[src/rtl/port_arbiter.sv]
// Round-robin arbiter sharing one output buffer between NUM_PORTS requesters,
// with maskable eligibility and a watchdog on the buffer fill/drain handshake.
module port_arbiter #(
  parameter int NUM_PORTS = 4,
  parameter int SEL_W     = 2,
  parameter int TIMEOUT   = 16
) (
  input  logic                 clk,
  input  logic                 rst,
  input  logic [NUM_PORTS-1:0] data_available,
  input  logic [NUM_PORTS-1:0] port_mask,
  input  logic                 data_empty,
  input  logic                 err_clear,
  output logic                 wr_data,
  output logic [SEL_W-1:0]     select,
  output logic [NUM_PORTS-1:0] clear_data_available,
  output logic                 busy,
  output logic                 timeout_err
);

  localparam int CNT_W = $clog2(TIMEOUT + 1);

  typedef enum logic [1:0] {
    IDLE  = 2'd0,
    GRANT = 2'd1,
    FILL  = 2'd2,
    DRAIN = 2'd3
  } state_t;

  state_t                 state_r, state_s;
  logic [SEL_W-1:0]       last_r, last_s;
  logic [SEL_W-1:0]       sel_r, sel_s;
  logic [CNT_W-1:0]       cnt_r, cnt_s;
  logic                   err_set_s;
  logic [NUM_PORTS-1:0]   elig_s;
  logic [SEL_W-1:0]       win_s;

  logic                   wr_data_r;
  logic [SEL_W-1:0]       select_r;
  logic [NUM_PORTS-1:0]   clear_r;
  logic                   busy_r;
  logic                   err_r;

  // First eligible index after `last`, wrapping; returns `last` if none is eligible.
  function automatic logic [SEL_W-1:0] pick_winner(input logic [NUM_PORTS-1:0] elig,
                                                   input logic [SEL_W-1:0]     last);
    logic [SEL_W-1:0] idx;
    logic             found;
    pick_winner = last;
    found       = 1'b0;
    for (int k = 1; k <= NUM_PORTS; k++) begin
      idx = SEL_W'((int'(last) + k) % NUM_PORTS);
      if (!found && elig[idx]) begin
        pick_winner = idx;
        found       = 1'b1;
      end
    end
  endfunction

  // Next-state, pointer, watchdog counter and timeout detection.
  always_comb begin
    elig_s    = data_available & port_mask;
    win_s     = pick_winner(elig_s, last_r);
    state_s   = state_r;
    last_s    = last_r;
    sel_s     = sel_r;
    cnt_s     = cnt_r;
    err_set_s = 1'b0;
    case (state_r)
      IDLE: begin
        if (|elig_s) begin
          state_s = GRANT;
          sel_s   = win_s;
          last_s  = win_s;
        end else begin
          state_s = IDLE;
        end
      end
      GRANT: begin
        state_s = FILL;
        cnt_s   = '0;
      end
      FILL: begin
        if (!data_empty) begin
          state_s = DRAIN;
          cnt_s   = '0;
        end else if (cnt_r == CNT_W'(TIMEOUT - 1)) begin
          err_set_s = 1'b1;
          state_s   = IDLE;
          cnt_s     = '0;
        end else begin
          cnt_s = cnt_r + CNT_W'(1);
        end
      end
      DRAIN: begin
        if (data_empty) begin
          cnt_s = '0;
          // Back-to-back grant when another request is already waiting.
          if (|elig_s) begin
            state_s = GRANT;
            sel_s   = win_s;
            last_s  = win_s;
          end else begin
            state_s = IDLE;
          end
        end else if (cnt_r == CNT_W'(TIMEOUT - 1)) begin
          err_set_s = 1'b1;
          state_s   = IDLE;
          cnt_s     = '0;
        end else begin
          cnt_s = cnt_r + CNT_W'(1);
        end
      end
      default: begin
        state_s = IDLE;
        cnt_s   = '0;
      end
    endcase
  end

  // State, pointer and counter registers.
  always_ff @(posedge clk or posedge rst) begin
    if (rst) begin
      state_r <= IDLE;
      last_r  <= SEL_W'(NUM_PORTS - 1);
      sel_r   <= '0;
      cnt_r   <= '0;
    end else begin
      state_r <= state_s;
      last_r  <= last_s;
      sel_r   <= sel_s;
      cnt_r   <= cnt_s;
    end
  end

  // Output registers loaded with the decode of the upcoming state.
  always_ff @(posedge clk or posedge rst) begin
    if (rst) begin
      wr_data_r <= 1'b0;
      select_r  <= '0;
      clear_r   <= '0;
      busy_r    <= 1'b0;
      err_r     <= 1'b0;
    end else begin
      wr_data_r <= (state_s == GRANT);
      select_r  <= (state_s == GRANT) ? sel_s : '0;
      clear_r   <= (state_s == GRANT) ? ({{(NUM_PORTS-1){1'b0}}, 1'b1} << sel_s) : '0;
      busy_r    <= (state_s != IDLE);
      if (err_set_s) begin
        err_r <= 1'b1;
      end else if (err_clear) begin
        err_r <= 1'b0;
      end else begin
        err_r <= err_r;
      end
    end
  end

  assign wr_data              = wr_data_r;
  assign select               = select_r;
  assign clear_data_available = clear_r;
  assign busy                 = busy_r;
  assign timeout_err          = err_r;

endmodule

[config.mk]
export PLATFORM = sky130hd
export DESIGN_NAME = port_arbiter
export DESIGN_NICKNAME = d
export VERILOG_FILES = /design/src/rtl/port_arbiter.sv
export SDC_FILE = /design/constraint.sdc
export NUM_CORES = 1
export LEC_CHECK = 0
export BUFFER_PORTS_ARGS = -buffer_cell sky130_fd_sc_hd__clkbuf_2
export CAP_MARGIN = 25
export CORE_MARGIN = 1
export CORE_UTILIZATION = 40
export CTS_CLUSTER_DIAMETER = 30
export CTS_CLUSTER_SIZE = 10
export DETAILED_ROUTE_END_ITERATION = 6
export PLACE_DENSITY_LB_ADDON = 0.08
export SLEW_MARGIN = 20
export SYNTH_ARGS = -nofsm -noshare
export SYNTH_HDL_FRONTEND = slang
export SYNTH_SLANG_ARGS = --single-unit
export TNS_END_PERCENT = 5
[constraint.sdc]
create_clock -name clk -period 1.9 [get_ports clk]
set_input_delay 0.095 -clock clk [delete_from_list [all_inputs] [get_ports clk]]
set_output_delay 0.095 -clock clk [all_outputs]
set_load 0.02 [all_outputs]
==> results.ini, run 1 <==
[outcome]
run_status = finished clean

[run]
maxCapViolations = 0

[global_route]
groute.layer.met3.usage_pct = 5.08
overflow = 0
grt_use_met1_pct = 23.1
antenna_found_initial = 0
gr-usage-met2_pct = 28.2
busiest_layer = met2
grt_use_total_pct = 17.5
grt_pass1_vias = 834
grt_pass1_wl_mm = 3.60
grt_max_degree = 21

[die]
die_area_mm2 = 0.00292
die_w_um = 54.0
coreArea_mm2 = 0.00252
num_rows = 18
start_util_pct = 42.9
die_y_um = 54.0
num_io_pins = 21

[synthesis]
synth_edf_count = 0
ys_async_sr_fraction_pct = 100
ys_top_cells_by_count = dfrtp_1 (18), nand2_1 (10), inv_1 (9)
yosysSeqAreaShare_pct = 46.5
synthCells = 111
yosysMostFrequentCell = dfrtp_1
yosys.area.top_type_share_pct = 41.6
synth_area_mm2 = 0.00108
synth.largest_area_cell = dfrtp_1
synthFlopType = dfrtp_1
avgSynthCellArea_um2 = 9.75
yosys-top-cells-area = dfrtp_1 (42%), dfstp_2 (4.9%), ha_1 (4.6%), nand2_1 (3.5%), inv_1 (3.1%)
ys_warn_count = 0
synth_fp_nets = 127
yosys.cell_types.count = 41
ys_seq_elements = 20

[power]
combPwrFrac_pct = 51.8
power.switching_w = 0.000816
power_density_mw_per_mm2 = 1510
p_int_w = 0.00126
pwr-share-clk_pct = 16.6
p_sw_share_pct = 39.4
p_leak_nw = 0.680
ir_drop_v = 0.000980
power_frac_seq_pct = 31.7

[sta]
fin_crit_ns = 1.89
final_hold_viol_count = 0
setup_viol = 0
max_slew_margin_pct = 51.2
slew_violations = 0
max_freq_mhz = 530
worst_pin_slew_ns = 0.731
rsz0062_at_grt = true
skew_ns = 0.00155
period_share_pct = 99.3
fin_setup_tns_ns = 0

[critical_path]
critPathLaunchType = flop
critPathMaxFanout = 7
arrival_ns = 2.12
worstPathRequired_ns = 2.13
worstSetupEndpointType = flop
worstSetupPathType = reg -> reg

[placement]
gp_congestion = 0.736
placed_cell_area_mm2 = 0.00124
io_buffers = 20
dp_hpwl_mm = 1.62

[clock_tree]
clk_latency_ns = 0.30
clock-root-buffer = clkbuf_4
numCtsBuffers = 3
cts.path.max_buffers = 2
cts_num_sinks = 20
cts_tree = yes
cts.clk_slew.worst_paths_ns = 0.11
htree_levels = 1

[routing]
viasPerCell = 5.40
postRouteAntennaNets = 0
drc = 0
vias = 935
post_drt_wl_per_cell_um = 12.9
drt_iter0_drc = 22
routed_wirelength_mm = 2.23
dr.pass1.iters = 4

[final_layout]
insertedDiodeCount = 0
fillers = 224
layout-area-overhead-vs-synth_pct = 26.6
fin_nets = 160
drive_above_1_share_pct = 32.2
design_area_mm2 = 0.00137

[hold_path]
hold_class = in -> reg

[what timing repair did]
item | in CTS | in global routing
buffers inserted | 4 | 0
hold buffers | 2 | 0
resized for setup | 0 | 6
endpoints found under the hold margin | 19 | 0
endpoints found under the setup margin | 2 | 5
pin swaps | 2 | 0
[sequential cells by signal, summed over array words and instances, names as in the netlist]
signal / count
busy: 1
clear_data_available: 4
cnt_r: 5
last_r: 2
sel_r: 2
select: 2
state_r: 2
timeout_err: 1
wr_data: 1
[power by group through the flow]
stage	sequential, W	clock (W)	combinational [W]
after floorplan	0.000679	0	0.000638
after global placement	0.000653	0	0.000941
after detailed placement	0.000656	0	0.000947
after CTS	0.000648	0.000356	0.00101
after global routing	0.000673	0.000371	0.00119
final	0.000656	0.000344	0.00107
[placed cells by master (no fill, tap or decap), drive strengths merged, types with 4 or more instances in the layout]
| cell type | instances |
|---|---|
| a21oi | 6 |
| ha | 4 |
| clkbuf | 23 |
| buf | 9 |
| nand2 | 10 |
| o21ai | 8 |
| dfrtp | 18 |
| nor3 | 5 |
| nor2 | 7 |
| inv | 11 |
[routing by layer]
metal	share of wire, %	vias to the layer above
met5	0	-
met4	0.67	0
met3	5.0	2
met2	48	22
met1	47	445
li1	-	466
[per-stage QoR]
step           hold slack [ns]  util [%]  cells  worst slack [ns]  power (W)
6_report                 0.240      54.3    173            0.0136    0.00207
4_1_cts                  0.198      53.4    173            0.0155    0.00202
2_1_floorplan           0.0573         -    111            0.0735    0.00132
3_5_place_dp             0.242      49.3    163           -0.0298    0.00160
5_1_grt                  0.288      54.3    173            -0.101    0.00223
3_3_place_gp             0.233      49.3    163            0.0687    0.00159
[critical path, stage by stage (launching register included)]
cell	delay (ns)
dfstp_2	0.61
nand4bb_1	0.16
o221ai_2	0.09
a222oi_1	0.46
a2bb2oi_2	0.27
inv_2	0.08
nor3_2	0.14
[final timing paths]
path	slack (ns)	to	cells past startpoint	from
worst max-delay path	0.01	clear_data_available[0]$_DFF_PP0_	6	last_r[1]$_DFFE_PP1P_
worst min-delay path	0.24	state_r[0]$_DFF_PP0_	3	data_empty
worst max register to register	0.01	clear_data_available[0]$_DFF_PP0_	6	last_r[1]$_DFFE_PP1P_
worst min register to register	0.49	cnt_r[4]$_DFFE_PP0N_	1	cnt_r[4]$_DFFE_PP0N_
max in group asynchronous	1.00	clear_data_available[0]$_DFF_PP0_	3	rst
min in group asynchronous	0.44	cnt_r[1]$_DFFE_PP0N_	3	rst
[layout make-up]
class	count	area, µm²	share of cell area, %
timing repair buffer	31	199	14.5
sequential	20	503	36.7
inverter	11	41.3	3.01
multi-input combinational	77	537	39.2
tap	30	37.5	2.74
clock inverter	1	30.0	2.19
clock buffer	3	22.5	1.64
[kinds of logic (layout without fill, tap and decap cells)]
kind of cell / after synthesis / after routing / share of synthesized area [%]
buffers and inverters: 14 / 46 / 5.09
muxes: 2 / 2 / 1.97
AOI/OAI and AO/OA: 33 / 33 / 22.4
and+or+nand+nor: 38 / 38 / 19.4
DFF: 20 / 20 / 46.5
adders and majority gates: 4 / 4 / 4.62
Power figures use the tool's default switching activity.
==> run 2: changes to the inputs <==
Settings changed: CORE_ASPECT_RATIO set to 0.8, CORE_UTILIZATION 40 to 44, GPL_TIMING_DRIVEN set to 0.
==> run 2 against run 1 <==
The flow now finishes with violations (DRC); non-clock buffer count stayed put; die area is 8.7% lower; clock-buffer cell count did not move; combinational power grew 4%; register-to-register slack improved by 0.05 ns; global-route usage rose by 1.5 points; utilization is 7.2 points higher; flip-flop and latch count is the same; hold slack worse by 0.026 ns; power up 0.94%; first-iteration DRC count rose by 9.1%; critical endpoint is now clear_data_available[3]$_DFF_PP0_; largest power group unchanged; highest routed layer unchanged.
==> results.ini, run 2 (synthesis gave the netlist of run 1 again) <==
[outcome]
run_status = finished, violations left  ; was finished clean
violations = DRC

[clock_tree]
cts_tree = yes  ; unchanged
cts.path.max_buffers = 2  ; unchanged
htree_levels = 1  ; unchanged
numCtsBuffers = 3  ; unchanged
cts_num_sinks = 20  ; unchanged
clock-root-buffer = clkbuf_4  ; unchanged
cts.clk_slew.worst_paths_ns = 0.12  ; was 0.11 ns
clk_latency_ns = 0.30  ; about the same

[die]
die_y_um = 46.4  ; was 54.0 µm
start_util_pct = 48.5  ; was 42.9%
die_area_mm2 = 0.00266  ; was 0.00292 mm²
die_w_um = 57.5  ; was 54.0 µm
coreArea_mm2 = 0.00223  ; was 0.00252 mm²
num_io_pins = 21  ; unchanged
num_rows = 15  ; was 18

[final_layout]
stdcell_count = 168  ; was 173
largest_reg_flops = 5  ; unchanged
layout_common_cells = clkbuf_2 (20), dfrtp_1 (18), inv_1 (9), nand2_1 (9), buf_4 (9)  ; was clkbuf_2 (20), dfrtp_1 (18), inv_1 (9), nand2_1 (9), nor2_1 (7)
design_area_mm2 = 0.00137  ; about the same
drive_above_1_share_pct = 32.9  ; was 32.2%
final_common_cell = clkbuf_2  ; unchanged
fin_nets = 160  ; unchanged
multi_input_area_um2 = 558  ; was 537 µm²
regMostFlops = cnt_r  ; unchanged
fillers = 196  ; was 224
insertedDiodeCount = 0  ; unchanged
layout-area-overhead-vs-synth_pct = 26.9  ; was 26.6%
seqCellArea_um2 = 503  ; unchanged

[sta]
fin_setup_tns_ns = 0  ; unchanged
final_hold_viol_count = 0  ; unchanged
max_freq_mhz = 544  ; was 530 MHz
fin_crit_ns = 1.84  ; was 1.89 ns
setup_viol = 0  ; unchanged
slew_violations = 0  ; unchanged
worst_pin_slew_ns = 0.724  ; was 0.731 ns
skew_ns = 0.00587  ; was 0.00155 ns
hold_ws_ns = 0.215  ; was 0.240 ns
period_share_pct = 96.7  ; was 99.3%
max_slew_margin_pct = 51.7  ; was 51.2%
rsz0062_at_grt = true  ; unchanged

[critical_path]
worstPathRequired_ns = 2.08  ; was 2.13 ns
r2r-end = clear_data_available[3]$_DFF_PP0_  ; was clear_data_available[0]$_DFF_PP0_
arrival_ns = 2.02  ; was 2.12 ns
r2r_slack_ns = 0.06  ; was 0.01 ns
worstSetupPathType = reg -> reg  ; unchanged
rr_startpoint = last_r[1]$_DFFE_PP1P_  ; unchanged
critPathMaxFanout = 6  ; was 7
r2r_cells = 7  ; was 6
worstSetupEndpointType = flop  ; unchanged
critPathLaunchType = flop  ; unchanged

[power]
ir_drop_v = 0.000775  ; was 0.000980 V
combPwrFrac_pct = 53.1  ; was 51.8%
p_int_w = 0.00126  ; about the same
p_leak_nw = 0.678  ; was 0.680 nW
total_power_w = 0.00209  ; was 0.00207 W
p_sw_share_pct = 40.0  ; was 39.4%
pwr-share-clk_pct = 16.5  ; was 16.6%
power.switching_w = 0.000837  ; was 0.000816 W
power_frac_seq_pct = 30.4  ; was 31.7%
power_density_mw_per_mm2 = 1520  ; was 1510 mW/mm²

[global_route]
overflow = 0  ; unchanged
grt_pass1_wl_mm = 3.64  ; was 3.60 mm
grt_max_degree = 21  ; unchanged
grt_use_total_pct = 19.0  ; was 17.5%
antenna_found_initial = 0  ; unchanged
grt_pass1_vias = 827  ; was 834

[routing]
postRouteAntennaNets = 0  ; unchanged
post_drt_wl_per_cell_um = 13.8  ; was 12.9 µm
drt_iter0_drc = 24  ; was 22
dr.pass1.iters = 7  ; was 4
vias = 926  ; was 935
viasPerCell = 5.51  ; was 5.40
routed_wirelength_mm = 2.31  ; was 2.23 mm
drc = 2  ; was 0

[placement]
gp_congestion = 0.824  ; was 0.736
placed_cell_area_mm2 = 0.00121  ; was 0.00124 mm²
placedCellCount = 156  ; was 163
io_buffers = 20  ; unchanged
dp_hpwl_mm = 1.58  ; was 1.62 mm

[hold_path]
hp-start = data_empty  ; unchanged
whs_endpoint = timeout_err$_DFFE_PP0P_  ; was state_r[0]$_DFF_PP0_
hold_class = in -> reg  ; unchanged
min_delay_path_depth = 3  ; unchanged

[run]
maxCapViolations = 0  ; unchanged

run 2: power by group through the flow:
| stage | logic (W) | clock network (W) | registers (W) |
|---|---|---|---|
| CTS | 0.000985 | 0.000353 | 0.000619 |
| global route | 0.00121 | 0.000368 | 0.000652 |
| global placement | 0.000892 | 0 | 0.000620 |
| floorplan | 0.000638 | 0 | 0.000679 |
| finish | 0.00111 | 0.000345 | 0.000637 |
| detailed placement | 0.000918 | 0 | 0.000623 |
run 2: through the flow:
step	setup slack (ns)	util (%)
3_3_place_gp	-0.118	54.3
4_1_cts	0.00180	58.5
5_1_grt	-0.0545	61.5
3_5_place_dp	-0.134	54.3
2_1_floorplan	0.0735	-
6_report	0.0618	61.5
run 2: cell type report:
class | count | share of cell area, %
multi-input combinational | 77 | 40.6
sequential | 20 | 36.6
timing repair buffer | 30 | 13.1
inverter | 11 | 3.01
tap | 25 | 2.28
clock inverter | 1 | 2.19
clock buffer | 3 | 1.64
buffer | 1 | 0.546
run 2: layer usage:
layer  wire (µm)  track usage, %
met1        1170            26.4
met2        1030            29.3
met3          90            5.06
met5           0               0
met4          22            5.85
run 2: critical path: stages, from the launching register on:
cell and delay, ns:
dfstp_2 0.60, nand4bb_1 0.13, o221ai_1 0.10, a222oi_1 0.34
buf_4 0.19, a2bb2oi_4 0.17, buf_4 0.14, nor3_1 0.04
run 2: timing repair:
item	in CTS	in global routing
hold buffers	2	0
setup endpoints to repair	8	9
pin swaps	2	5
resized for setup	3	6
hold endpoints to repair	19	0
setup buffers	1	7
run 2: worst max path at each step:
stage	startpoint	to	slack (ns)
floorplan	last_r[1]$_DFFE_PP1P_	clear_data_available[0]$_DFF_PP0_	0.07
CTS	state_r[1]$_DFF_PP0_	clear_data_available[2]$_DFF_PP0_	0.002
detailed placement	last_r[1]$_DFFE_PP1P_	clear_data_available[1]$_DFF_PP0_	-0.13
global placement	last_r[1]$_DFFE_PP1P_	clear_data_available[1]$_DFF_PP0_	-0.12
global route	last_r[1]$_DFFE_PP1P_	clear_data_available[3]$_DFF_PP0_	-0.05
finish	last_r[1]$_DFFE_PP1P_	clear_data_available[3]$_DFF_PP0_	0.06
